==> src/rtl/saturn_tl_port.sv <==
`default_nettype none
// ============================================================================
//  Module   : saturn_tl_port
//  Purpose  : Single-port emulator of the Saturn TH/TR/TL handshake. Streams
//             an N-nibble report (snapshotted at session start) into the SMPC
//             port input register, with a programmable acknowledge delay.
//  Options  : define SATPAD_TIMEOUT_EN to abort sessions stalled for TIMEOUT
//             CE ticks in ACTIVE/HOLD.
//  Revision : 1.0 - initial release
// ============================================================================
module saturn_tl_port #(
    parameter int         MAX_NIB   = 16,
    parameter int         LEN_W     = 5,
    parameter int         ACK_DELAY = 0,
    parameter int         TIMEOUT   = 255,
    parameter logic [3:0] IDLE_NIB  = 4'h0
) (
    input  logic                 CLK,
    input  logic                 RST_N,
    input  logic                 CE,
    input  logic                 ENABLE,
    input  logic [6:0]           PDR_O,
    input  logic [6:0]           DDR,
    output logic [6:0]           PDR_I,
    input  logic [4*MAX_NIB-1:0] REPORT,
    input  logic [LEN_W-1:0]     REPORT_LEN,
    output logic                 BUSY,
    output logic                 DONE
);

    localparam int         STEP_W   = LEN_W + 1;
    localparam logic [3:0] DLY_INIT = (ACK_DELAY > 0) ? 4'(ACK_DELAY - 1) : 4'd0;

    typedef enum logic [1:0] {
        ST_IDLE   = 2'd0,
        ST_WAIT   = 2'd1,
        ST_ACTIVE = 2'd2,
        ST_HOLD   = 2'd3
    } state_t;

    state_t               state, state_nx;
    logic                 tl, tl_nx;
    logic [3:0]           nib, nib_nx;
    logic [STEP_W-1:0]    step, step_nx;
    logic [STEP_W-1:0]    len, len_nx;
    logic [3:0]           dly, dly_nx;
    logic [4*MAX_NIB-1:0] shadow, shadow_nx;
    logic                 done, done_nx;

    logic                 th, tr;
    logic                 abort, accept, timeout_hit;
    logic [STEP_W-1:0]    len_clamp;
    logic [STEP_W-1:0]    step_inc;
    logic [4*MAX_NIB-1:0] shadow_shift;
    logic [3:0]           shadow_nib;

    // Handshake decode: a step is accepted when TH is low and TR matches the
    // level expected for the current step (even steps high, odd steps low).
    always_comb begin
        th           = PDR_O[6];
        tr           = PDR_O[5];
        abort        = th & tr;
        accept       = ~th & (tr == ~step[0]);
        step_inc     = step + STEP_W'(1);
        shadow_shift = shadow >> {step, 2'b00};
        shadow_nib   = shadow_shift[3:0];
    end

    // Requested length clamped to 1..MAX_NIB.
    always_comb begin
        len_clamp = {1'b0, REPORT_LEN};
        if (REPORT_LEN == '0) begin
            len_clamp = STEP_W'(1);
        end else if ({1'b0, REPORT_LEN} > STEP_W'(MAX_NIB)) begin
            len_clamp = STEP_W'(MAX_NIB);
        end
    end

`ifdef SATPAD_TIMEOUT_EN
    localparam int TO_W = (TIMEOUT > 1) ? $clog2(TIMEOUT) : 1;

    logic [TO_W-1:0] stall_cnt;
    logic            counting;
    logic            step_taken;

    // Stall detection: only ACTIVE/HOLD ticks without an accepted step count.
    always_comb begin
        counting    = (state == ST_ACTIVE) || (state == ST_HOLD);
        step_taken  = accept && (state == ST_ACTIVE);
        timeout_hit = counting && !step_taken && (stall_cnt == TO_W'(TIMEOUT - 1));
    end

    // Stall counter, cleared by any step, abort, idle or wait phase.
    always_ff @(posedge CLK or negedge RST_N) begin
        if (!RST_N) begin
            stall_cnt <= '0;
        end else if (CE) begin
            if (!ENABLE || abort || timeout_hit || !counting || step_taken) begin
                stall_cnt <= '0;
            end else begin
                stall_cnt <= stall_cnt + TO_W'(1);
            end
        end
    end
`else
    // No stall counter: constant false, TIMEOUT has no effect in this build.
    assign timeout_hit = (TIMEOUT < 0);
`endif

    // Next-state and datapath update; everything advances only on CE ticks.
    always_comb begin
        state_nx  = state;
        tl_nx     = tl;
        nib_nx    = nib;
        step_nx   = step;
        len_nx    = len;
        dly_nx    = dly;
        shadow_nx = shadow;
        done_nx   = 1'b0;
        if (CE) begin
            if (!ENABLE || abort || timeout_hit) begin
                state_nx = ST_IDLE;
                tl_nx    = 1'b1;
                nib_nx   = IDLE_NIB;
                step_nx  = '0;
                dly_nx   = '0;
            end else begin
                case (state)
                    ST_IDLE: begin
                        if (accept) begin
                            shadow_nx = REPORT;
                            len_nx    = len_clamp;
                            if (ACK_DELAY == 0) begin
                                tl_nx   = 1'b1;
                                nib_nx  = REPORT[3:0];
                                step_nx = STEP_W'(1);
                                if (len_clamp == STEP_W'(1)) begin
                                    state_nx = ST_HOLD;
                                    done_nx  = 1'b1;
                                end else begin
                                    state_nx = ST_ACTIVE;
                                end
                            end else begin
                                dly_nx   = DLY_INIT;
                                state_nx = ST_WAIT;
                            end
                        end
                    end
                    ST_WAIT: begin
                        if (dly == 4'd0) begin
                            tl_nx   = ~step[0];
                            nib_nx  = shadow_nib;
                            step_nx = step_inc;
                            if (step_inc == len) begin
                                state_nx = ST_HOLD;
                                done_nx  = 1'b1;
                            end else begin
                                state_nx = ST_ACTIVE;
                            end
                        end else begin
                            dly_nx = dly - 4'd1;
                        end
                    end
                    ST_ACTIVE: begin
                        if (accept) begin
                            if (ACK_DELAY == 0) begin
                                tl_nx   = ~step[0];
                                nib_nx  = shadow_nib;
                                step_nx = step_inc;
                                if (step_inc == len) begin
                                    state_nx = ST_HOLD;
                                    done_nx  = 1'b1;
                                end
                            end else begin
                                dly_nx   = DLY_INIT;
                                state_nx = ST_WAIT;
                            end
                        end
                    end
                    ST_HOLD: begin
                        state_nx = ST_HOLD;
                    end
                    default: begin
                        state_nx = ST_IDLE;
                    end
                endcase
            end
        end
    end

    // State and datapath registers.
    always_ff @(posedge CLK or negedge RST_N) begin
        if (!RST_N) begin
            state  <= ST_IDLE;
            tl     <= 1'b1;
            nib    <= IDLE_NIB;
            step   <= '0;
            len    <= '0;
            dly    <= '0;
            shadow <= '0;
            done   <= 1'b0;
        end else begin
            state  <= state_nx;
            tl     <= tl_nx;
            nib    <= nib_nx;
            step   <= step_nx;
            len    <= len_nx;
            dly    <= dly_nx;
            shadow <= shadow_nx;
            done   <= done_nx;
        end
    end

    // Port readback: undriven pins read high, low five bits carry {TL,data}.
    always_comb begin
        PDR_I = (PDR_O & DDR) | ~DDR;
        if (ENABLE) begin
            PDR_I[4:0] = {tl, nib};
        end
    end

    assign BUSY = (state == ST_ACTIVE) || (state == ST_WAIT);
    assign DONE = done;

endmodule
`default_nettype wire

==> config.mk <==
export PLATFORM = sky130hd
export DESIGN_NAME = saturn_tl_port
export DESIGN_NICKNAME = d
export VERILOG_FILES = /design/src/rtl/saturn_tl_port.sv
export SDC_FILE = /design/constraint.sdc
export NUM_CORES = 1
export LEC_CHECK = 0
export BUFFER_PORTS_ARGS = -buffer_cell sky130_fd_sc_hd__buf_2
export CORE_ASPECT_RATIO = 1.1
export CORE_MARGIN = 2
export CORE_UTILIZATION = 50
export CTS_BUF_LIST = sky130_fd_sc_hd__clkbuf_2
export CTS_CLUSTER_DIAMETER = 80
export DETAILED_ROUTE_END_ITERATION = 7
export PLACE_DENSITY = 0.74
export SLEW_MARGIN = 20
export SYNTH_ARGS = -nofsm -noshare
export SYNTH_HDL_FRONTEND = slang
export SYNTH_SLANG_ARGS = --single-unit
==> constraint.sdc <==
create_clock -name CLK -period 3.3 [get_ports CLK]
set_clock_uncertainty 0.05 [all_clocks]
set_input_delay 0.66 -clock CLK [delete_from_list [all_inputs] [get_ports CLK]]
set_output_delay 0.66 -clock CLK [all_outputs]
set_load 0.02 [all_outputs]
==> impl_summary.md, run 1 <==
Cells and area
The layout overhead on the synthesized area is 14.5%. At the end of the flow, the number of nets in the layout was 523. The design area is 5080 sq um. Excluding fillers, the count of instances in the completed layout stands at 548.

The repair_antennas step left the layout with diodes totalling 0. Of the cells placed in the final design, the portion with a size suffix greater than 1 is 45.6%.

STA
The max-slew violation total from the final report is 0. The setup TNS is 0 ps. Counting I/O delays and the setup requirement, the final critical path takes 2560 ps. In this run the tightest slew margin relative to its limit is 44.3%. The worst path uses 77.5% of the clock period. The final number of hold-violating endpoints is 0. Setup repair after global routing left no endpoint under its margin.

For this run, the top clock speed supported by timing is 391 MHz. Setup violations remaining at the end of the flow were counted as 0. At the pin with the least slew margin, the transition time is 835 ps.

Pwr
The leakage power is 2.28 nW. The largest voltage drop on the vdd net is 0.397 mV. The power density normalized to cell area is 744 nW/um^2.

Logic synthesis
The number of unique standard cell types used by synthesis is 50. For this run, the number of Yosys warnings is 0. The number of enable-type register cells in the synthesized netlist is 0. After synthesis the cells add up to 4440 sq um. Of all cell types, the one taking the most synthesized area is dfrtp_1.

Synthesis produced 337 cells. The net count after synthesis is 431. The share of flip-flops with an asynchronous set or reset is 100%. In this run the biggest area consumer among cell types represents 48.5% of the synthesized area. The synthesized area divided by synthesized cell count is 13.2 sq um. Sorting the synthesized cells by area gives the leading types as dfrtp_1, mux2_2, mux4_2, buf_6, mux2_1. The most used flip-flop cell after synthesis is dfrtp_1. The post-synthesis sequential element count is 87. The part of the Yosys area used for sequential elements is 49.1%.

Detailed routing
For this block, the routed nets add up to 8.97 mm of wire. The number of routed nets with antenna violations is 0. The post-detailed-route DRC marker count is 0. The average wire per cell in the routed design is 16.4 microns.

In this run, the number of DRC markers left after iteration 0 of detailed routing was 224. The first TritonRoute pass finished after 4 iterations. Detailed routing inserted a total of 3029 vias. The post-detailed-route via-to-cell ratio is 5.53.

Die
The initial core utilization is 50.8%. The floorplan has 36 rows. The I/O pin total is 96.

The height of the die is 103 microns. In this run the horizontal extent of the chip is 93.9 microns. The floorplan die area is 9650 sq um. The floorplan step defined a core boundary enclosing 8740 sq um.

Placement
During placement, the flow inserted port buffers numbering 95. Summing all placed instances gives a cell area of 4980 sq um. Once detailed placement completed, the half-perimeter wirelength came to 6.49 mm. The congestion estimate from routability-driven global placement came to 0.813.

The cell total after placement is 532.

Clock network
TritonCTS built the clock tree. The clock sink total is 87. The clock latency on the worst-skew pair is 550 ps. The count of hold-fix buffers inserted at cts is 0. The total number of H-tree levels is 3.

The maximum buffer depth of the clock tree is 2. The clock slew at the register clock pins of the worst setup and hold paths is 230 ps. Buffers inserted during clock tree synthesis total 9.

Once the clock tree was built, the resizer swapped 0 gates to a different size. Buffers added to address setup during post-CTS repair amount to 0. The cell chosen for the clock root is clkbuf_2.

Setup path
Among cell families on the critical path, the largest total delay comes from flip-flops. The slowest stage of the critical path belongs to the cell dfrtp_1. STA classifies the critical path endpoint as an output port.

By startpoint and endpoint, the worst setup path is classified as flip-flop to output port. The worst stage delay on the critical path is 500 ps. For the worst setup path, the data required time is 2590 ps. The arrival time at the worst endpoint is 1850 ps.

The kind of start point of the critical path is a flip-flop. In this run the register-to-register setup slack is 810 ps. Walking the worst path, the cells encountered are inv_1, ha_1, buf_2. Along the worst path, the maximum fanout reaches 10.

Together, buffers and inverters on the worst path number 2.

Global routing
In the global route stage, overall resource usage came out at 19.8%. Entering global routing, the biggest net connects 88 pins. The total overflow left after global routing is 0. The first-pass GRT wire length is 14.8 mm. The number of antenna violations at the first check in global routing came to 0. The number of global-route vias before repair was 3040.

Job
The max-capacitance violation count is 0.

Outcome
The flow ran to the end, and the final reports show no timing, DRC or antenna violations.

Min path
The path class of the tightest hold or removal check is input pin to async pin.
-- registers in the layout, summed over array words and instances (netlist names) --
signal and cells:
nib 4, dly 4, shadow 64, DONE 1
step 6, state 2, len 5, tl 1
-- cells by family (layout without fill, tap and decap cells) --
| family | Yosys count | after routing | synth area share (%) |
|---|---|---|---|
| muxes | 86 | 86 | 25.8 |
| buffers and inverters | 29 | 126 | 4.20 |
| adders and majority gates | 7 | 7 | 1.97 |
| AOI/OAI and AO/OA | 54 | 54 | 9.44 |
| xor gates and xnor gates | 8 | 8 | 1.75 |
| and+or+nand+nor | 66 | 66 | 7.83 |
| DFF | 87 | 87 | 49.1 |
-- cells in the mapped netlist (5+ instances only) --
| master | instances |
|---|---|
| inv_1 | 11 |
| nor2b_1 | 10 |
| dfrtp_1 | 86 |
| a21oi_1 | 8 |
| nand3_1 | 9 |
| a211oi_1 | 10 |
| mux2_1 | 8 |
| nand2_1 | 13 |
| ha_1 | 7 |
| o21ai_0 | 9 |
| nor2_1 | 13 |
| mux4_2 | 16 |
| buf_6 | 8 |
| mux2_2 | 58 |
| a221o_1 | 5 |
-- power breakdown --
group,leakage (nW),switching [mW],internal [mW]
Combinational,1.14,0.622,0.856
Sequential,1.09,0.290,1.53
Clock,0.0545,0.381,0.104
-- area by class of cell --
cell class / count / area (sq um)
clock buffers: 10 / 50.0
clock inverters: 6 / 45.0
fillers: 750 / 3650
inverters: 11 / 41.3
multi-input cells: 221 / 2080
flip-flops and latches: 87 / 2180
well taps: 114 / 143
repair buffers: 99 / 549
-- final timing paths --
kind | to | from | depth (start not counted)
worst min register to register | shadow[47] | shadow[47] | 1
worst max register to register | state[0] | step[0] | 7
worst min-delay path | dly[3] | RST_N | 1
min in group CLK | shadow[16] | REPORT[16] | 2
max in group asynchronous | shadow[34] | RST_N | 1
worst max-delay path | BUSY | state[0] | 3
-- routing by layer --
metal | wire (microns) | vias up | track usage [%]
met3 | 432 | 14 | 4.90
met4 | 151 | 0 | 6.13
met5 | 0 | - | 0
met2 | 4400 | 72 | 31.8
li1 | - | 1442 | -
met1 | 3980 | 1501 | 27.1
-- worst reg2reg max path: cells and delay by family, from the launching register on --
kind            cells  cell delay [ps]
buf+inv             1              220
fa+ha+maj           1              280
compound gates      4              960
flops               1              680
simple gates        1              180
-- through the flow --
stage	power (mW)	util [%]	hold WS, ps	setup WS (ps)
after floorplan	2.93	-	314	1130
after global placement	3.25	57.0	412	779
after detailed placement	3.34	57.0	429	711
after CTS	3.81	58.1	227	697
after global routing	4.05	58.2	81.0	565
final	3.78	58.2	65.9	741
-- placed cells by master (no fill, tap or decap), types with 10 or more instances in the layout --
master / netlist / routed
clkbuf_2: 0 / 10
nor2b_1: 10 / 10
a211oi_1: 10 / 10
nor2_1: 13 / 13
mux4_2: 16 / 16
inv_1: 11 / 11
mux2_2: 58 / 58
dfrtp_1: 86 / 86
nand2_1: 13 / 13
buf_2: 2 / 94
No activity file was read; power rests on OpenSTA's default activity.
==> run 2, diff against run 1 <==
- PLACE_DENSITY: 0.74 -> 0.77
- clock period: 3.3 -> 2.2 ns (I/O delays scaled with it)
==> run 2 against run 1 <==
  * Sequential share of layout area shrank 3.1 points
  * Non-clock buffer count is 40 higher
  * Critical path depth rose by 5
  * Final cell count grew 7.3%
  * Cell area up 7.9%
==> impl_summary.md, run 2 (synthesized netlist as in run 1, its figures left out) <==
Placement
The routability-driven placement congestion ratio is 0.945 (+16%). The count of port buffers added during placement is 95 (unchanged). The pre-CTS setup slack came to 149 ps (-562 ps). The cell total after placement is 550 (+3.4%). The detailed placement HPWL is 7.01 mm (+8.1%).

STA
The setup TNS is 0 ps (unchanged). The worst path uses 93.4% of the clock period. The final number of hold-violating endpoints was 0 (unchanged). The worst path setup slack after routing is 144 ps (-597 ps).

The worst slew margin relative to its limit is 64.3% (+20 points). The maximum clock frequency is 486 MHz. Setup repair after global routing left no endpoint under its margin. The slew at the pin closest to its max-slew limit is 535 ps (-300 ps). The max-slew violation total from the final report came to 0 (unchanged). The clock period minus final worst setup slack is 2060 ps. The total of endpoints with negative setup slack in the final report is 0 (unchanged).

Min path
The path with the worst hold slack has its endpoint at shadow[4]. Along the worst hold path, the cell count comes to 2. The class of the worst hold path is input pin to flip-flop. The startpoint of the lowest-slack hold path is REPORT[4].

Detailed routing
The post-detailed-route via-to-cell ratio was 5.48 (-0.77%). The wire length after detailed routing is 9.49 mm (+5.8%). The DRC violation total after the first TritonRoute iteration is 172 (-23%). The average wire per cell in the routed design is 16.1 microns (-1.4%). The via count is 3225 (+6.5%).

The first-pass iteration count of the detailed router was 5 (+1). The post-detailed-route DRC marker count was 0 (unchanged). The number of routed nets with antenna violations came to 0 (unchanged).

Outcome
The run finished with clean final reports.

Die
The width of the chip is 93.9 microns (unchanged). The height of the die was 103 microns (unchanged). The core outline area is 8740 sq um (unchanged). The initial core utilization came to 50.8% (unchanged). The number of placement rows is 36 (unchanged). The floorplan die area is 9650 sq um (unchanged). The I/O pin total is 96 (unchanged).

Pwr
The cell-internal power is 4.05 mW (+63%). The net switching power of the design came to 1.99 mW (+54%). The power share of the clock group is 13.4% (+0.6 points). The register share of total power was 44.7% (-3.4 points). The net switching share of the total power was 32.9% (-1.3 points).

The leakage power came to 2.49 nW (+9.2%). The power density normalized to cell area is 1100 nW/um^2 (+48%). The largest voltage drop on the vdd net is 0.562 mV (+42%).

The relative contribution of combinational cells to total power was 41.9% (+2.8 points).

Setup path
The category of the critical setup timing path is flip-flop to flip-flop. The cell with the largest stage delay on the worst path is dfrtp_1. The worst reg2reg path startpoint is dly[0]. The register-to-register setup slack was 140 ps (-670 ps). The most prevalent standard cell on the critical path is inv_1. The worst setup path is launched from a flip-flop. Traced cell by cell, the critical path runs through inv_1, ha_1, inv_1, o31ai_4, buf_4, nand3_1, nor3b_1, a221o_1. The end of the worst register-to-register path is nib[0]. The maximum net fanout on the critical path is 7 (-3). The arrival time at the worst endpoint is 2470 ps (+620 ps).

STA classifies the critical path endpoint as a flip-flop. The required time at the endpoint of the critical path is 2610 ps (+20 ps). The worst stage delay on the critical path is 470 ps (-30 ps). The depth of the worst register-to-register path is 8 (+1).

Cells and area
The register name with the most flops is shadow. The library cells used most frequently in the layout, excluding fill and tap cells, are buf_2, dfrtp_1, mux2_2, dlygate4sd3_1, buf_4. The largest registers in the layout are shadow (64), step (6), len (5). The flip-flop count of the largest register, all copies and words added is 64 (unchanged). From synthesis to final layout, the design area changed by 23.5%. The count of antenna diodes in the layout is 0 (unchanged). The leading cell type in the layout, fill and taps excluded is buf_2. The final-stage net count is 563 (+7.6%). The ratio of cells with drive above 1 in the final layout is 46.4% (+0.79 points).

The footprint of the multi-input gates is 2090 sq um (+0.60%). The total area of sequential cells is 2180 sq um (unchanged). The number of cells in the finished layout apart from fillers is 588 (+7.3%). The number of filler instances in the final layout is 712 (-5.1%).

Global routing
The pin count of the biggest net entering global routing is 66 (-25%). The global-route usage over all layers is 20.1% (+0.25 points). The first-pass GRT wire length came to 14.8 mm (unchanged).

The number of global-route vias before repair was 3121 (+2.7%). The total congestion overflow is 0 (unchanged). The number of antenna violations at the first check in global routing is 0 (unchanged).

Clock network
The clock latency on the worst-skew pair came to 520 ps (-30 ps). The total number of H-tree levels is 3 (unchanged). The clock slew at the register clock pins of the worst setup and hold paths is 250 ps (+20 ps). The tree is rooted in a clkbuf_2. TritonCTS built the clock tree. The clock sink total is 87 (unchanged). The total CTS buffers is 9 (unchanged).

The maximum buffer depth of the clock tree came to 2 (unchanged).

Job
The max-capacitance violation count came to 0 (unchanged).
[run 2: changes by cell type in the layout (fill, tap and decap cells not counted), sizes merged]
cell,before,now
buf,99,118
clkbuf,10,9
bufinv,0,1
clkinv,2,5
clkinvlp,3,0
dlygate4sd3,0,21
[run 2: through the flow]
step | hold WS (ps) | power [mW] | instance area [sq um] | utilization (%)
finish | 75.1 | 6.03 | 5490 | 62.8
global route | 0.0307 | 6.44 | 5490 | 62.8
detailed placement | 303 | 5.17 | 5130 | 58.7
floorplan | 94.4 | 4.40 | 4440 | -
global placement | 303 | 5.03 | 5130 | 58.7
CTS | 26.3 | 5.98 | 5270 | 60.3
[run 2: layout make-up]
class / instances / area share (%)
multi-input combinational: 221 / 38.1
tap: 114 / 2.60
timing repair buffer: 139 / 16.7
sequential: 87 / 39.7
inverter: 11 / 0.753
clock inverter: 7 / 1.30
clock buffer: 9 / 0.821
[run 2: worst max path at each step]
stage                    to  startpoint
global route         nib[0]      dly[0]
detailed placement  step[4]    state[1]
finish               nib[0]      dly[0]
global placement     nib[0]     step[0]
floorplan           step[4]    state[0]
CTS                    BUSY    state[1]
[run 2: layer usage]
layer	up-vias	global-route usage, %	part of all wire, %
met3	9	4.31	4.9
met5	-	0	0
met4	0	5.46	1.1
met2	103	33.8	51
li1	1525	-	-
met1	1588	26.7	43
[run 2: repair_timing]
action,CTS,global route
buffers inserted,1,0
hold buffers,1,20
hold endpoints to repair,22,20
gates resized for setup,0,5
setup endpoints to repair,1,1
[run 2: power by group through the flow]
stage               registers [mW]  logic, mW  clock network [mW]
floorplan                     2.58       1.82                   0
CTS                           2.68       2.46               0.832
detailed placement            2.73       2.44                   0
global placement              2.68       2.36                   0
finish                        2.69       2.53               0.808
global route                  2.78       2.76               0.907
[run 2: critical path: cells and delay by family (launching register included)]
kind	cells	cell delay [ps]
AND/OR/NAND/NOR	2	540
adder cells (fa/ha/maj)	1	170
AO/OA/AOI/OAI	2	440
buffers and inverters	3	340
flip-flops	1	470
